**config.mk**
```make
export PLATFORM = sky130hd
export DESIGN_NAME = safety_island_fixture
export DESIGN_NICKNAME = d
export VERILOG_FILES = /design/src/rtl/safety_island_fixture_pkg.sv /design/src/rtl/safety_island_fixture_bus_master.sv /design/src/rtl/safety_island_fixture.sv
export SDC_FILE = /design/constraint.sdc
export NUM_CORES = 1
export LEC_CHECK = 0
export CORE_UTILIZATION = 40
export CTS_BUF_LIST = sky130_fd_sc_hd__clkbuf_16
export DETAILED_ROUTE_END_ITERATION = 10
export GPL_ROUTABILITY_DRIVEN = 0
export PLACE_DENSITY = 0.74
export SLEW_MARGIN = 20
export SYNTH_ARGS = -nofsm -noshare
export SYNTH_HDL_FRONTEND = slang
export SYNTH_HIERARCHICAL = 1
export SYNTH_SLANG_ARGS = --single-unit
```
**constraint.sdc**
```tcl
create_clock -name clk_i -period 2.3 [get_ports clk_i]
set_input_delay 0.345 -clock clk_i [delete_from_list [all_inputs] [get_ports clk_i]]
set_output_delay 0.345 -clock clk_i [all_outputs]
set_load 0.01 [all_outputs]
```
**src/rtl/safety_island_fixture_pkg.sv**
```systemverilog
// rtl/safety_island_fixture_pkg.sv - shared types and default addresses for the safety island fixture
// Contents: boot mode enum, sequencer state enum, counter width, default register map.
package safety_island_fixture_pkg;

    typedef enum logic [1:0] {
        BOOT_INTERNAL  = 2'd0,
        BOOT_JTAG      = 2'd1,
        BOOT_PRELOADED = 2'd2
    } boot_mode_e;

    typedef enum logic [3:0] {
        ST_IDLE,
        ST_RESET,
        ST_TEST_WR,
        ST_TEST_RD,
        ST_LOAD,
        ST_SET_ENTRY,
        ST_FETCH_EN,
        ST_POLL_WAIT,
        ST_POLL_RD,
        ST_DONE
    } state_e;

    localparam int unsigned CNT_W = 16;

    localparam logic [31:0] DEF_TEST_ADDR    = 32'h0000_1000;
    localparam logic [31:0] DEF_TEST_DATA    = 32'hABBA_ABBA;
    localparam logic [31:0] DEF_BOOTADDR_REG = 32'h0020_0000;
    localparam logic [31:0] DEF_FETCHEN_REG  = 32'h0020_0004;
    localparam logic [31:0] DEF_EOC_REG      = 32'h0020_0008;

endpackage

```
**src/rtl/safety_island_fixture_bus_master.sv**
```systemverilog
// rtl/safety_island_fixture_bus_master.sv - single-outstanding req/gnt/rvalid bus master
// Ports: clk_i/rst_i; start_i/we_i/addr_i/wdata_i issue a transfer when busy_o is low;
// done_o pulses with rdata_o on the response; bus_* is the OBI-like island port.
module safety_island_fixture_bus_master
    import safety_island_fixture_pkg::*;
(
    input  logic        clk_i,
    input  logic        rst_i,
    input  logic        start_i,
    input  logic        we_i,
    input  logic [31:0] addr_i,
    input  logic [31:0] wdata_i,
    output logic        busy_o,
    output logic        done_o,
    output logic [31:0] rdata_o,
    output logic        bus_req_o,
    input  logic        bus_gnt_i,
    output logic        bus_we_o,
    output logic [31:0] bus_addr_o,
    output logic [31:0] bus_wdata_o,
    input  logic        bus_rvalid_i,
    input  logic [31:0] bus_rdata_i
);

    logic        req_q, req_d;
    logic        wait_q, wait_d;
    logic        we_q, we_d;
    logic [31:0] addr_q, addr_d;
    logic [31:0] wdata_q, wdata_d;

    always_comb begin
        req_d   = req_q;
        wait_d  = wait_q;
        we_d    = we_q;
        addr_d  = addr_q;
        wdata_d = wdata_q;
        if (req_q) begin
            // address phase: hold everything until granted
            if (bus_gnt_i) begin
                req_d  = 1'b0;
                wait_d = 1'b1;
            end
        end else if (wait_q) begin
            if (bus_rvalid_i) begin
                wait_d = 1'b0;
            end
        end else if (start_i) begin
            req_d   = 1'b1;
            we_d    = we_i;
            addr_d  = addr_i;
            wdata_d = wdata_i;
        end
    end

    always_ff @(posedge clk_i) begin
        if (rst_i) begin
            req_q   <= 1'b0;
            wait_q  <= 1'b0;
            we_q    <= 1'b0;
            addr_q  <= 32'h0;
            wdata_q <= 32'h0;
        end else begin
            req_q   <= req_d;
            wait_q  <= wait_d;
            we_q    <= we_d;
            addr_q  <= addr_d;
            wdata_q <= wdata_d;
        end
    end

    // a response with nothing outstanding never reaches done_o
    assign busy_o      = req_q | wait_q;
    assign done_o      = wait_q & bus_rvalid_i;
    assign rdata_o     = bus_rdata_i;
    assign bus_req_o   = req_q;
    assign bus_we_o    = we_q;
    assign bus_addr_o  = addr_q;
    assign bus_wdata_o = wdata_q;

endmodule

```
**src/rtl/safety_island_fixture.sv**
```systemverilog
// rtl/safety_island_fixture.sv - boot/test sequencer driving the safety island
// Ports: start_i/boot_mode_i/entry_i start a run; img_* streams the program image;
// boot_mode_o/island_rst_o and bus_* drive the island; busy_o/done_o/test_fail_o/exit_* report.
module safety_island_fixture
    import safety_island_fixture_pkg::*;
#(
    parameter logic [31:0] TEST_ADDR     = DEF_TEST_ADDR,
    parameter logic [31:0] TEST_DATA     = DEF_TEST_DATA,
    parameter logic [31:0] BOOTADDR_REG  = DEF_BOOTADDR_REG,
    parameter logic [31:0] FETCHEN_REG   = DEF_FETCHEN_REG,
    parameter logic [31:0] EOC_REG       = DEF_EOC_REG,
    parameter int unsigned RST_CYCLES    = 16,
    parameter int unsigned POLL_INTERVAL = 64
) (
    input  logic        clk_i,
    input  logic        rst_i,
    input  logic        start_i,
    input  logic [1:0]  boot_mode_i,
    input  logic [31:0] entry_i,
    input  logic        img_valid_i,
    output logic        img_ready_o,
    input  logic [31:0] img_addr_i,
    input  logic [31:0] img_data_i,
    input  logic        img_last_i,
    output logic [1:0]  boot_mode_o,
    output logic        island_rst_o,
    output logic        bus_req_o,
    input  logic        bus_gnt_i,
    output logic        bus_we_o,
    output logic [31:0] bus_addr_o,
    output logic [31:0] bus_wdata_o,
    input  logic        bus_rvalid_i,
    input  logic [31:0] bus_rdata_i,
    output logic        busy_o,
    output logic        done_o,
    output logic        test_fail_o,
    output logic [31:0] exit_code_o,
    output logic        exit_status_o
);

    localparam logic [CNT_W-1:0] RST_LAST  = CNT_W'(RST_CYCLES - 1);
    localparam logic [CNT_W-1:0] POLL_LAST = CNT_W'(POLL_INTERVAL - 1);

    state_e             state_q, state_d;
    logic [CNT_W-1:0]   cnt_q, cnt_d;
    logic [1:0]         boot_mode_q, boot_mode_d;
    logic [31:0]        entry_q, entry_d;
    logic               island_rst_q, island_rst_d;
    logic               issued_q, issued_d;
    logic               last_q, last_d;
    logic               test_fail_q, test_fail_d;
    logic [31:0]        exit_code_q, exit_code_d;
    logic               exit_status_q, exit_status_d;

    logic               bm_start, bm_we, bm_busy, bm_done;
    logic [31:0]        bm_addr, bm_wdata, bm_rdata;

    assign img_ready_o = (state_q == ST_LOAD) && !bm_busy;

    always_comb begin
        state_d       = state_q;
        cnt_d         = cnt_q;
        boot_mode_d   = boot_mode_q;
        entry_d       = entry_q;
        island_rst_d  = island_rst_q;
        issued_d      = issued_q;
        last_d        = last_q;
        test_fail_d   = test_fail_q;
        exit_code_d   = exit_code_q;
        exit_status_d = exit_status_q;
        bm_start      = 1'b0;
        bm_we         = 1'b1;
        bm_addr       = TEST_ADDR;
        bm_wdata      = TEST_DATA;

        // fixed-target states fire one transfer on entry and advance on its response
        if (state_q inside {ST_TEST_WR, ST_TEST_RD, ST_SET_ENTRY, ST_FETCH_EN, ST_POLL_RD}) begin
            bm_start = !issued_q;
            issued_d = !bm_done;
        end

        case (state_q)
            ST_IDLE, ST_DONE: begin
                if (start_i) begin
                    boot_mode_d   = boot_mode_i;
                    entry_d       = entry_i;
                    test_fail_d   = 1'b0;
                    exit_code_d   = 32'h0;
                    exit_status_d = 1'b0;
                    island_rst_d  = 1'b1;
                    cnt_d         = '0;
                    issued_d      = 1'b0;
                    state_d       = ST_RESET;
                end
            end
            ST_RESET: begin
                if (cnt_q == RST_LAST) begin
                    island_rst_d = 1'b0;
                    state_d      = ST_TEST_WR;
                end else begin
                    cnt_d = cnt_q + 1'b1;
                end
            end
            ST_TEST_WR: begin
                if (bm_done) state_d = ST_TEST_RD;
            end
            ST_TEST_RD: begin
                bm_we = 1'b0;
                if (bm_done) begin
                    if (bm_rdata != TEST_DATA) test_fail_d = 1'b1;
                    state_d = ST_LOAD;
                end
            end
            ST_LOAD: begin
                bm_addr  = img_addr_i;
                bm_wdata = img_data_i;
                bm_start = img_valid_i && img_ready_o;
                if (bm_start) last_d = img_last_i;
                if (bm_done && last_q) state_d = ST_SET_ENTRY;
            end
            ST_SET_ENTRY: begin
                bm_addr  = BOOTADDR_REG;
                bm_wdata = entry_q;
                if (bm_done) state_d = ST_FETCH_EN;
            end
            ST_FETCH_EN: begin
                bm_addr  = FETCHEN_REG;
                bm_wdata = 32'h1;
                if (bm_done) begin
                    cnt_d   = '0;
                    state_d = ST_POLL_WAIT;
                end
            end
            ST_POLL_WAIT: begin
                if (cnt_q == POLL_LAST) begin
                    cnt_d   = '0;
                    state_d = ST_POLL_RD;
                end else begin
                    cnt_d = cnt_q + 1'b1;
                end
            end
            ST_POLL_RD: begin
                bm_we   = 1'b0;
                bm_addr = EOC_REG;
                if (bm_done) begin
                    if (bm_rdata[31]) begin
                        exit_code_d   = {1'b0, bm_rdata[30:0]};
                        exit_status_d = (bm_rdata[30:0] == 31'h0);
                        state_d       = ST_DONE;
                    end else begin
                        cnt_d   = '0;
                        state_d = ST_POLL_WAIT;
                    end
                end
            end
            default: state_d = ST_IDLE;
        endcase
    end

    always_ff @(posedge clk_i) begin
        if (rst_i) begin
            state_q       <= ST_IDLE;
            cnt_q         <= '0;
            boot_mode_q   <= 2'b00;
            entry_q       <= 32'h0;
            island_rst_q  <= 1'b1;
            issued_q      <= 1'b0;
            last_q        <= 1'b0;
            test_fail_q   <= 1'b0;
            exit_code_q   <= 32'h0;
            exit_status_q <= 1'b0;
        end else begin
            state_q       <= state_d;
            cnt_q         <= cnt_d;
            boot_mode_q   <= boot_mode_d;
            entry_q       <= entry_d;
            island_rst_q  <= island_rst_d;
            issued_q      <= issued_d;
            last_q        <= last_d;
            test_fail_q   <= test_fail_d;
            exit_code_q   <= exit_code_d;
            exit_status_q <= exit_status_d;
        end
    end

    safety_island_fixture_bus_master u_bus_master (
        .clk_i        (clk_i),
        .rst_i        (rst_i),
        .start_i      (bm_start),
        .we_i         (bm_we),
        .addr_i       (bm_addr),
        .wdata_i      (bm_wdata),
        .busy_o       (bm_busy),
        .done_o       (bm_done),
        .rdata_o      (bm_rdata),
        .bus_req_o    (bus_req_o),
        .bus_gnt_i    (bus_gnt_i),
        .bus_we_o     (bus_we_o),
        .bus_addr_o   (bus_addr_o),
        .bus_wdata_o  (bus_wdata_o),
        .bus_rvalid_i (bus_rvalid_i),
        .bus_rdata_i  (bus_rdata_i)
    );

    assign boot_mode_o   = boot_mode_q;
    assign island_rst_o  = island_rst_q;
    assign busy_o        = (state_q != ST_IDLE) && (state_q != ST_DONE);
    assign done_o        = (state_q == ST_DONE);
    assign test_fail_o   = test_fail_q;
    assign exit_code_o   = exit_code_q;
    assign exit_status_o = exit_status_q;

endmodule

```
# Word-level counts from Yosys, hierarchy flattened

Cells that the tools add are included.

$add $sub $neg: 1
Equal/unequal tests: 27
Muxes and demuxes: 48
Bitwise operators: 4
Reduce and logical (&&, ||, !) cells: 25

Operator list:

| operator                                       | number |
|---|---|
| case mux 32 bit (4 select lines)               | 1 |
| two-way mux 16 bit                             | 6 |
| two-way mux 32 bit                             | 3 |
| case mux 32 bit (3 select lines)               | 1 |
| case mux 16 bit (5 select lines)               | 1 |
| case mux 32 bit (2 select lines)               | 1 |
| two-way mux 4 bit                              | 10 |
| case mux 4 bit (9 select lines)                | 1 |
| != test 32 bit, second input constant          | 1 |
| logical NOT 31 bit                             | 1 |
| != test 2 bit, second input constant           | 12 |
| two-way mux 1 bit                              | 21 |
| adder 16 x 1 -> 16 bit, second input constant  | 1 |
| == test 16 x 4 -> 1 bit, second input constant | 1 |
| == test 16 x 6 -> 1 bit, second input constant | 1 |
| == test 4 x 3 -> 1 bit, second input constant  | 4 |
| nonzero test 5 bit                             | 2 |
| AND reduction 9 bit                            | 1 |
| == test 4 x 2 -> 1 bit, second input constant  | 2 |
| == test 4 bit, second input constant           | 2 |
| AND reduction 4 bit                            | 2 |
| case mux 1 bit (2 select lines)                | 3 |
| AND reduction 3 bit                            | 2 |
| AND reduction 6 bit                            | 1 |
| 13 further kinds                               | 24 |

Register bits: 158
Output and inout port bits: 106
Logic and storage cells: 120

# Longest topological paths before layout

Depth after elaboration: 8
Depth in mapped cells: 10

# Cells and area by module

Netlist, hierarchy kept.

Modules (own cells, without submodules):

| module                           | instances | cells an instance | area an instance (um2) | seq. area each (um2) |
|---|---|---|---|---|
| safety_island_fixture            | 1         | 616               | 4834.6                 | 1801.7 |
| safety_island_fixture_bus_master | 1         | 325               | 2591.2                 | 1341.3 |

# Worst setup path after synthesis

Ideal clock, no wire load.

Path type: register -> register
Start: register state_q[0]
End: register u_bus_master.wdata_q[10], in the netlist u_bus_master/bus_wdata_o[10]
Library setup time: 0.132 ns
Arrival: 2.096 ns
Data required time: 2.168 ns
Slack: 0.072 ns
Cell stages (with the launch flop): 11
Buffers on the path: 4
Period minus slack after synthesis: 2.228 ns
Cells stage by stage: dfxtp_1 > buf_2 > buf_1 > and4bb_1 > a211oi_1 > o21ai_0 > or3b_1 > buf_6 > buf_6 > nand2_1 > a21oi_1

Word-level cells in the longest chain between the ends: 5

RTL lines:

| element                                                        | line                                                      | source |
|---|---|---|
| from (decl)                                                    | safety_island_fixture.sv:44                               | `state_e state_q, state_d;` |
| from (signal assigned)                                         | safety_island_fixture.sv:173                              | `state_q <= state_d;` |
| == test 4 x 2 -> 1 bit (tied with other cells)                 | safety_island_fixture.sv:77                               | `if (state_q inside {ST_TEST_WR, ST_TEST_RD, ST_SET_ENTRY, ST_FETCH_EN, ST_POLL_RD}) begin` |
| nonzero test 5 bit / logical AND 1 bit (equally long branches) | safety_island_fixture.sv:77, safety_island_fixture.sv:58  |  |
| two-way mux 1 bit / logical AND 1 bit (equally long branches)  | safety_island_fixture.sv:77, safety_island_fixture.sv:117 |  |
| two-way mux 1 bit (*)                                          | safety_island_fixture.sv:82                               | `case (state_q)` |
| named net bm_start                                             | safety_island_fixture.sv:55                               | `logic bm_start, bm_we, bm_busy, bm_done;` |
| AND reduction 3 bit (no line) (*)                              | --                                                        |  |
| to (signal assigned)                                           | safety_island_fixture_bus_master.sv:67                    | `wdata_q <= wdata_d;` |
| to (decl)                                                      | safety_island_fixture_bus_master.sv:29                    | `logic [31:0] wdata_q, wdata_d;` |

The timed path passes the listed nets; every way through them passes the cells marked *.
A chain may end at the register's enable or synchronous reset.

# Worst setup path after layout

Start: register state_q[0]
End: output port done_o

Word-level cells in the longest chain between the ends: 1

RTL lines:

| element       | line                         | source |
|---|---|---|
| == test 4 bit | safety_island_fixture.sv:208 | `assign done_o = (state_q == ST_DONE);` |
| to (decl)     | safety_island_fixture.sv:35  | `output logic done_o,` |

Every way passes these cells.

==> results.toml <==
[critical_path]
rrSetupSlack_ns = 0.18
path_class = "reg2out"
cp-end-kind = "output port"
cp_max_fo = 13
endpoint = "done_o"
r2r_start = "cnt_q[11]"
required_ns = 1.96
worstSetupStartpointType = "register"
r2r_cells = 5
r2r-end = "cnt_q[10]"
cp.arrival_ns = 1.87
crit_start = "state_q[0]"

[cells_and_area]
final_cell_mix = "238 x clkdlybuf4s50_1, 233 x nand2_1, 153 x dfxtp_1"
drive_above_1_share_pct = 8.07
final_util_pct = 57.4
nNetsFinal = 1265
diodes = 0
area_delta_synth_final_pct = 39.7
final_common_cell = "clkdlybuf4s50_1"

[sta]
rsz0062_at_grt = "false"
hold_violations = 0
max_freq_mhz = 451
slew-limit-headroom_pct = 56.0
finClkSkew_ns = 0.0102
period_share_pct = 96.5
tightest_slew_ns = 0.661
drv_slew = 0
tns_ns = 0
fin_crit_ns = 2.22
setup_viol = 0

[route]
drtIter0Drc = 476
vias_per_cell = 5.22
dr_total_vias = 7152
firstDrtPassIters = 8
drtAntennaViolNets = 0
wire_per_inst_um = 15.9
drc = 36
wirelength_um = 21700

[outcome]
violations = "design-rule violations"
outcome = "finished, violations left"

[global_route]
grt.overflow.total = 0
grt_pass1_wl_um = 35200
antenna_found_initial = 0
grt_start_max_net_pins = 66
grt_pass1_vias = 6873
track_usage_pct = 22.9

[die]
die_h_um = 138
core_area_um2 = 18100
die_w_um = 138
initial_core_util_pct = 41.1
num_rows = 49
die_area_um2 = 19100
pin_count = 243

[yosys]
yosysWarnings = 6
avgSynthCellArea_um2 = 7.89
synth.area.top_cells = "dfxtp_1 42%, nand2_1 12%, a21oi_1 7.8%"
ys.flop_type = "dfxtp_1"
async_flop_share_pct = 0
syn-instance-count = 941
synth-seq-cells = 157
syn-num-nets = 1079
yosysSeqAreaShare_pct = 42.3
syn_area_um2 = 7430
netlist.area_leader.share_pct = 42.3
yosysTopAreaCell = "dfxtp_1"
synth_edf_count = 0
synth_cell_types = 72

[worst_hold_path]
min_path_cells = 2
holdCritPathClass = "in2reg"

[clock_tree]
clk_latency_ns = 0.43
htreeDepth = 4
cts_buffer_depth = 2
cts.sinks = 157
cts_tree = "built"
root_buffer = "clkbuf_16"
clk_pin_slew_ns = 0.06
cts_inserted_buffers = 17

[placement]
place_hpwl_um = 14700
io_buffers = 241

[power]
p_leak_nw = 3.62
p_total_mw = 9.80
p_per_area_nw_per_um2 = 945
ir_drop_mv = 0.662

[run]
max-cap-violations = 0
==> cells in the mapped netlist (all sizes together) (5+ instances only) <==
master  instances
o22ai          23
a211oi          8
a21oi         115
a22oi          32
o21ai          15
nor2b          27
clkbuf         39
dfxtp         157
mux2i           6
buf            66
a22o           11
inv            11
nand2         233
nand4           8
o32ai           5
nand2b          6
nor4           17
nor2           57
and2           31
nand3           9
nor3            9
==> cells by family (layout without fill, tap and decap cells) <==
group	Yosys count	in the layout	share of synthesized area, %
fa+ha+maj	1	1	0.168
mux	7	7	0.960
flops	157	157	42.3
xor+xnor	3	3	0.354
compound gates	226	226	19.3
other cells	1	1	0.0505
buf+inv	116	315	8.91
simple gates	430	430	28.0
==> power by group <==
group	switching [mW]	internal, mW	leakage, nW
logic	2.27	1.64	2.08
clock network	1.20	1.39	0.265
registers	0.242	3.06	1.28
==> flip-flops by register name, summed over array words and instances (netlist names) <==
name,cells
u_bus_master/bus_we_o,1
entry_q,32
u_bus_master/bus_addr_o,32
u_bus_master/bus_wdata_o,32
boot_mode_o,2
island_rst_o,1
cnt_q,16
exit_code_o,31
u_bus_master/bus_req_o,1
last_q,1
exit_status_o,1
issued_q,1
state_q,4
u_bus_master/wait_q,1
test_fail_o,1
==> area by class of cell <==
cell class | instances | area, µm²
clock buffers | 17 | 425
clock inverters | 15 | 111
fillers | 1656 | 7710
inverters | 11 | 41.3
multi-input cells | 668 | 3640
flip-flops and latches | 157 | 3150
well taps | 229 | 287
repair buffers | 272 | 2710
==> per-layer routing <==
| metal | global-route usage (%) | share of wire, % | vias to the layer above |
|---|---|---|---|
| met1 | 28.6 | 42 | 3299 |
| met3 | 6.37 | 7.6 | 36 |
| met4 | 8.87 | 2.5 | 0 |
| met5 | 0 | 0 | - |
| met2 | 37.5 | 48 | 248 |
| li1 | - | - | 3569 |
==> worst max-delay path, stage by stage, from the launching register on <==
cell and delay [ns]:
dfxtp_4 0.46, buf_4 0.19, nand3b_1 0.12, nor2_1 0.11, clkdlybuf4s50_1 0.57
==> what timing repair did <==
action                     in CTS  in global routing
setup buffers                   0                  0
setup endpoints to repair       3                  1
resized for setup               9                  1
hold buffers                    0                  0
==> through the flow <==
| stage | cell area, µm² | worst slack [ns] | std cells | hold slack (ns) |
|---|---|---|---|---|
| floorplan | 7430 | 0.0720 | 941 | 0.436 |
| global placement | 9810 | -0.0146 | 1337 | 0.441 |
| detailed placement | 9810 | -0.0591 | 1337 | 0.445 |
| CTS | 10400 | 0.0371 | 1369 | 0.426 |
| global route | 10400 | 0.00962 | 1369 | 0.455 |
| finish | 10400 | 0.0810 | 1369 | 0.437 |
==> how the worst min path moves through the flow <==
stage / startpoint / endpoint / slack, ns
after floorplan: entry_q[10] / entry_q[10] / 0.44
after global placement: u_bus_master/bus_addr_o[9] / u_bus_master/bus_addr_o[9] / 0.44
after detailed placement: u_bus_master/bus_wdata_o[8] / u_bus_master/bus_wdata_o[8] / 0.45
after CTS: rst_i / exit_code_o[18] / 0.43
after global routing: rst_i / exit_code_o[6] / 0.45
final: rst_i / exit_code_o[3] / 0.44
Note: power is estimated with default switching activity, not from simulation.
